`config.mk`:
```
export PLATFORM = sky130hd
export DESIGN_NAME = wb_regfile
export DESIGN_NICKNAME = d
export VERILOG_FILES = /design/src/rtl/mips_pkg.sv /design/src/rtl/regbank_2r1w.sv /design/src/rtl/wb_regfile.sv
export SDC_FILE = /design/constraint.sdc
export NUM_CORES = 2
export LEC_CHECK = 0
export ABC_CLOCK_PERIOD_IN_PS = 4300
export CAP_MARGIN = 20
export CORE_UTILIZATION = 45
export CTS_CLUSTER_SIZE = 25
export DETAILED_ROUTE_END_ITERATION = 7
export PLACE_DENSITY = 0.63
export SYNTH_ARGS = -nofsm -noshare
export SYNTH_HDL_FRONTEND = slang
export SYNTH_HIERARCHICAL = 1
export SYNTH_SLANG_ARGS = --single-unit
```
`constraint.sdc`:
```
create_clock -name clk_WB -period 4.3 [get_ports clk_WB]
set_input_delay 0.86 -clock clk_WB [delete_from_list [all_inputs] [get_ports clk_WB]]
set_output_delay 0.86 -clock clk_WB [all_outputs]
set_load 0.01 [all_outputs]
```
`src/rtl/mips_pkg.sv`:
```
// Shared MIPS pipeline definitions.
// Holds the register-file geometry, the hardwired-zero register index and
// the last-write record type consumed by the EX-stage forwarding unit.
package mips_pkg;

  localparam int DW   = 32;
  localparam int AW   = 5;
  localparam int NREG = 32;

  localparam logic [4:0] REG_ZERO = 5'd0;

  // Record of the most recent committed register write.
  typedef struct packed {
    logic          valid;
    logic [AW-1:0] addr;
    logic [DW-1:0] data;
  } wb_rec_t;

endpackage

```
`src/rtl/regbank_2r1w.sv`:
```
// Register storage with one write port and two asynchronous read ports.
// No bypass and no zero guard: the caller never writes index 0 and masks
// reads of index 0 itself.
// Ports:
//   clk, rst          clock and synchronous active-high clear of all entries
//   we, waddr, wdata  write port, takes effect at the rising edge
//   raddr_a, rdata_a  read port A (combinational)
//   raddr_b, rdata_b  read port B (combinational)
module regbank_2r1w
  import mips_pkg::*;
#(
  parameter int NREG_P = NREG,
  parameter int DW_P   = DW,
  parameter int AW_P   = AW
) (
  input  logic            clk,
  input  logic            rst,
  input  logic            we,
  input  logic [AW_P-1:0] waddr,
  input  logic [DW_P-1:0] wdata,
  input  logic [AW_P-1:0] raddr_a,
  input  logic [AW_P-1:0] raddr_b,
  output logic [DW_P-1:0] rdata_a,
  output logic [DW_P-1:0] rdata_b
);

  logic [DW_P-1:0] regs_q [NREG_P];
  logic [DW_P-1:0] regs_d [NREG_P];

  // Next contents of the array: at most one entry replaced per cycle.
  always_comb begin
    regs_d = regs_q;
    if (we) begin
      regs_d[waddr] = wdata;
    end else begin
      regs_d[waddr] = regs_q[waddr];
    end
  end

  // Storage update with synchronous clear.
  always_ff @(posedge clk) begin
    if (rst) begin
      regs_q <= '{default: '0};
    end else begin
      regs_q <= regs_d;
    end
  end

  assign rdata_a = regs_q[raddr_a];
  assign rdata_b = regs_q[raddr_b];

endmodule

```
`src/rtl/wb_regfile.sv`:
```
// Write-back stage plus architectural register file.
// Selects the write-back value from MEM/WB, commits it to the register bank,
// serves two ID read ports with same-cycle write-through bypass, and keeps a
// one-cycle record of the last committed write plus a commit counter.
// Ports:
//   clk_WB, rst_WB               clock, synchronous active-high reset
//   data_WB_IN, resALU_WB_IN     memory / ALU candidates for write-back
//   mux2Output_WB_IN             destination register
//   RegWrite_WB_IN               write enable
//   MemtoReg_WB_IN               1 = memory data, 0 = ALU result
//   rs_WB, rt_WB                 read addresses
//   rsData_WB, rtData_WB         read data (combinational, bypassed)
//   wbData_WB                    selected write-back data (combinational)
//   lastValid_WB/Addr/Data       registered record of last cycle's commit
//   wrCount_WB                   registered count of commits (wraps)
module wb_regfile
  import mips_pkg::*;
(
  input  logic          clk_WB,
  input  logic          rst_WB,
  input  logic [DW-1:0] data_WB_IN,
  input  logic [DW-1:0] resALU_WB_IN,
  input  logic [AW-1:0] mux2Output_WB_IN,
  input  logic          RegWrite_WB_IN,
  input  logic          MemtoReg_WB_IN,
  input  logic [AW-1:0] rs_WB,
  input  logic [AW-1:0] rt_WB,
  output logic [DW-1:0] rsData_WB,
  output logic [DW-1:0] rtData_WB,
  output logic [DW-1:0] wbData_WB,
  output logic          lastValid_WB,
  output logic [AW-1:0] lastAddr_WB,
  output logic [DW-1:0] lastData_WB,
  output logic [31:0]   wrCount_WB
);

  logic          commit;
  logic [DW-1:0] wb_data;
  logic [DW-1:0] bank_rs;
  logic [DW-1:0] bank_rt;
  logic [DW-1:0] rs_data;
  logic [DW-1:0] rt_data;

  wb_rec_t       last_q;
  wb_rec_t       last_d;
  logic [31:0]   wr_count_q;
  logic [31:0]   wr_count_d;

  // Write-back select and commit qualification; reset suppresses commit,
  // which also disables the bypass during reset.
  always_comb begin
    if (MemtoReg_WB_IN) begin
      wb_data = data_WB_IN;
    end else begin
      wb_data = resALU_WB_IN;
    end
    commit = RegWrite_WB_IN && (mux2Output_WB_IN != REG_ZERO) && !rst_WB;
  end

  regbank_2r1w #(
    .NREG_P(NREG),
    .DW_P  (DW),
    .AW_P  (AW)
  ) u_bank (
    .clk    (clk_WB),
    .rst    (rst_WB),
    .we     (commit),
    .waddr  (mux2Output_WB_IN),
    .wdata  (wb_data),
    .raddr_a(rs_WB),
    .raddr_b(rt_WB),
    .rdata_a(bank_rs),
    .rdata_b(bank_rt)
  );

  // Read port A: zero guard first, then bypass, then stored value.
  always_comb begin
    rs_data = bank_rs;
    if (rs_WB == REG_ZERO) begin
      rs_data = '0;
    end else if (commit && (rs_WB == mux2Output_WB_IN)) begin
      rs_data = wb_data;
    end else begin
      rs_data = bank_rs;
    end
  end

  // Read port B: same priority as port A, evaluated independently.
  always_comb begin
    rt_data = bank_rt;
    if (rt_WB == REG_ZERO) begin
      rt_data = '0;
    end else if (commit && (rt_WB == mux2Output_WB_IN)) begin
      rt_data = wb_data;
    end else begin
      rt_data = bank_rt;
    end
  end

  // Next last-write record and counter; address/data hold when idle.
  always_comb begin
    last_d       = last_q;
    last_d.valid = commit;
    wr_count_d   = wr_count_q;
    if (commit) begin
      last_d.addr = mux2Output_WB_IN;
      last_d.data = wb_data;
      wr_count_d  = wr_count_q + 32'd1;
    end else begin
      last_d.addr = last_q.addr;
      last_d.data = last_q.data;
      wr_count_d  = wr_count_q;
    end
  end

  // Registered record and counter with synchronous reset.
  always_ff @(posedge clk_WB) begin
    if (rst_WB) begin
      last_q     <= '0;
      wr_count_q <= 32'd0;
    end else begin
      last_q     <= last_d;
      wr_count_q <= wr_count_d;
    end
  end

  assign rsData_WB    = rs_data;
  assign rtData_WB    = rt_data;
  assign wbData_WB    = wb_data;
  assign lastValid_WB = last_q.valid;
  assign lastAddr_WB  = last_q.addr;
  assign lastData_WB  = last_q.data;
  assign wrCount_WB   = wr_count_q;

endmodule

```
==> summary.md <==
| Metric | Value |
|---|---|
| Status | finished with violations |
| Failing checks | setup timing |
| Headroom to the max-slew limit | 33.1% |
| Initial antenna violation count | 2 |
| Die ar. | approximately 140,000 um^2 |
| Post-DRT Antenna Nets | 0 |
| Cell Rows | between 100 and 150 |
| Core Region | ~140,000 um^2 |
| Final Hold Fails | 0 |
| First-pass GRT wire length | around 350,000 um |
| Synth Register Bits | roughly 1,100 |
| Clock slew at reported path FFs | about 0.060 ns |
| Crit path time final | ~4.3 ns |
| Skew-Pair Late Insertion Delay | 0.74 ns |
| Largest net degree at the start of global routing | 190 |
| Final Non-Filler Cells | between 7,000 and 8,000 |
| Setup slack at placement | -0.321 ns |
| TNS Setup | -0.0334 ns |
| Vias in the first global route | slightly above 50,000 |
| 1st-iter DRT viols | 7,815 |
| Hpwl dp | between 150,000 and 200,000 um |
| Num CTS Buffers | ~110 |
| Clock root cell | clkbuf_16 |
| Max Clock Freq | 231 MHz |
| Clock skew | around 0.023 ns |
| Final Max Slew Viols | 0 |
| Post-Route WL | between 200,000 and 250,000 um |
| Asr flop ratio synth | 0% |
| Worst min path class | in2reg |
| PnR worst setup slack | -0.0310 ns |
| P per Cell Area | between 300 and 400 nW/um^2 |
| Setup Viol. Count Final | 2 |
| Placed cells | between 7,000 and 8,000 |
| Worst IR drop on VDD | around 0.34 mV |
| Final RePlAce weighted congestion | 0.919 |
| Distinct cells, synth | 68 |
| Placed inst area | between 60,000 and 70,000 um^2 |
| Syn_nets | between 5,000 and 6,000 |
| Clock net sink count | between 1,000 and 1,500 |
| Crit-path max FO | 11 |
| Area occupied by multi-input gates | approximately 38,000 um^2 |
| TritonCTS clock tree | done |
| Net count, final | about 6,200 |
| Pre-Repair DR Iteration Count | 6 |
| Vias per cell | ~6.9 |
| Post-synth EDFFs | 0 |
| Io pins | between 200 and 250 |
| Design area | 74,600 um^2 |
| DRC errors left | 0 |
| Sequential Area | about 22,000 um^2 |
| Share of cells above drive strength 1 | a little under a third |
| Final Cycle Share | 101% |
| Number of buffers added on ports | around 250 |
| WS Path Type | in2out |
| Total GRT Usage | ~34% |
| Crit path DAT | 3.47 ns |
| Leakage | around 26 nW |
| # fillers | roughly 12,000 |
| Max Cap Viol | 0 |
| Crit start category | input pin |
| Crit. End Element | output pin |
| Die height | 374 um |
| Top FF cell, synth | dfxtp_1 |
| Die Span X | between 300 and 400 um |
| Maximum clock insertion buffer count | 3 |
| Syn Std Cell Area | between 60,000 and 70,000 um^2 |
| Worst Path Required | approximately 3.4 ns |
| Starting density of the core | a little under half |
| Drt wl/cell | 30.9 um |
| Register area share after synthesis | a little over a third |
| Area growth, synth to finish | 20.1% |
| Hold Buf Count CTS | 0 |
| Worst-margin pin slew | 1.00 ns |
| Yosys warns | 6 |
| Post-Synthesis Cells | roughly 5,900 |
| GRT overflow | 0 |
| CTS H-tree depth | 3 |
| Syn avg cell area | between 10 and 15 um^2 |
| RSZ-0062 raised after global routing | yes |
| Vias | about 55,000 |
## critical path: stages
cell and delay, ns:
buf_12 0.14, buf_4 0.22, buf_12 0.18, mux4_2 0.51, mux4_2 0.51, mux2_2 0.32
nor2_1 0.13, a211oi_1 0.06, clkdlybuf4s50_1 0.52
## cell usage in the layout, fill, tap and decap left out, types with 14 or more instances in the layout
cell,synthesis,layout
mux2_2,199,187
xnor2_1,23,23
dfxtp_1,1094,1094
nand4_1,18,18
inv_1,36,35
dlygate4sd2_1,0,26
mux4_2,742,742
o22ai_1,57,57
clkinv_2,0,18
nor2b_1,48,47
o31ai_4,2,27
clkbuf_16,0,122
dlymetal6s2s_1,0,14
a22o_1,15,15
buf_16,0,14
nand3_1,1037,1037
o21a_1,32,31
buf_12,0,141
a211oi_1,110,103
bufinv_16,0,20
nor4_1,29,29
o211ai_1,31,31
o21ai_0,189,189
o21ai_1,811,811
nor3_1,15,14
clkdlybuf4s50_1,0,188
clkbuf_1,440,14
nand2_1,120,88
mux2i_1,161,161
buf_4,7,373
nor2_1,138,131
nand2_4,0,32
o21ai_2,30,30
a22oi_1,41,41
o22a_1,48,48
a211oi_2,30,36
## kinds of logic (layout without fill, tap and decap cells)
kind of cell               count (synthesis)  count (layout)  synth area share [%]
and+or+nand+nor                         1452            1452                  11.7
muxes                                   1106            1106                  33.2
DFF                                     1094            1094                  35.3
buffers and inverters                    757            1029                  5.28
xor gates and xnor gates                  34              34                 0.479
other                                      0               2                     0
AOI/OAI and AO/OA                       1447            1447                  14.1
adders and majority gates                  1               1                0.0201
## sequential cells by signal, indices dropped and copies added, names as in the netlist
signal         count
u_bank/regs_q   1024
lastData_WB       32
wrCount_WB        32
lastAddr_WB        5
lastValid_WB       1
## layout make-up
class | count | share of cell area (%)
Multi-Input combinational cell | 4040 | 50.4
Sequential cell | 1094 | 29.4
Timing Repair Buffer | 781 | 11.6
Clock buffer | 143 | 4.22
Tap cell | 1781 | 2.99
Clock inverter | 68 | 1.27
Inverter | 37 | 0.196
Antenna cell | 2 | 0.00671
## per-stage QoR
step | utilization [%] | hold WS, ns | power (mW)
global placement | 51.2 | 0.447 | 13.4
CTS | 54.4 | 0.399 | 24.2
global route | 54.8 | 0.429 | 24.8
finish | 54.8 | 0.436 | 24.3
detailed placement | 51.2 | 0.448 | 13.4
floorplan | - | 0.455 | 12.1
## path summary, 6_finish.rpt
kind,to,from,slack (ns),depth (start not counted)
setup / recovery,rsData_WB[0],rs_WB[0],-0.03,9
setup reg to reg,u_bank/regs_q[703]$_SDFFE_PP0P_,u_bank/regs_q[127]$_SDFFE_PP0P_,2.04,6
hold / removal,lastAddr_WB[0]$_SDFFE_PP0N_,mux2Output_WB_IN[0],0.44,3
hold reg to reg,lastAddr_WB[4]$_SDFFE_PP0N_,lastAddr_WB[4]$_SDFFE_PP0N_,0.46,2
## cells in the mapped netlist, types with 32 or more instances
library cell / number / area (um^2)
a211oi_1: 110 / 826
a22oi_1: 41 / 308
buf_1: 37 / 139
buf_2: 215 / 1080
clkbuf_1: 440 / 1650
dfxtp_1: 1094 / 21900
inv_1: 36 / 135
mux2_2: 199 / 2240
mux2i_1: 161 / 1610
mux4_2: 742 / 16700
nand2_1: 120 / 450
nand3_1: 1037 / 5190
nor2_1: 138 / 518
nor2b_1: 48 / 300
o21a_1: 32 / 240
o21ai_0: 189 / 946
o21ai_1: 811 / 4060
o22a_1: 48 / 420
o22ai_1: 57 / 357
## power breakdown
| group | internal, mW | total (mW) | switching, mW |
|---|---|---|---|
| logic | 1.19 | 3.04 | 1.85 |
| registers | 10.2 | 10.3 | 0.0837 |
| clock network | 6.40 | 11.0 | 4.55 |
| total | 17.8 | 24.3 | 6.48 |
## layer usage
layer,wire length [um],up-vias,GRT usage (%)
met3,31400,871,8.38
met2,108000,3927,51.4
met4,16700,2,21.2
met1,89400,27000,44.0
li1,-,23300,-
met5,13,-,0
## what timing repair did
action | CTS | global route
gates cloned | 1 | 5
resized for setup | 66 | 38
buffers inserted | 14 | 31
endpoints found under the setup margin | 56 | 33
pin swaps | 2 | 0
No activity file was read; power rests on OpenSTA's default activity.
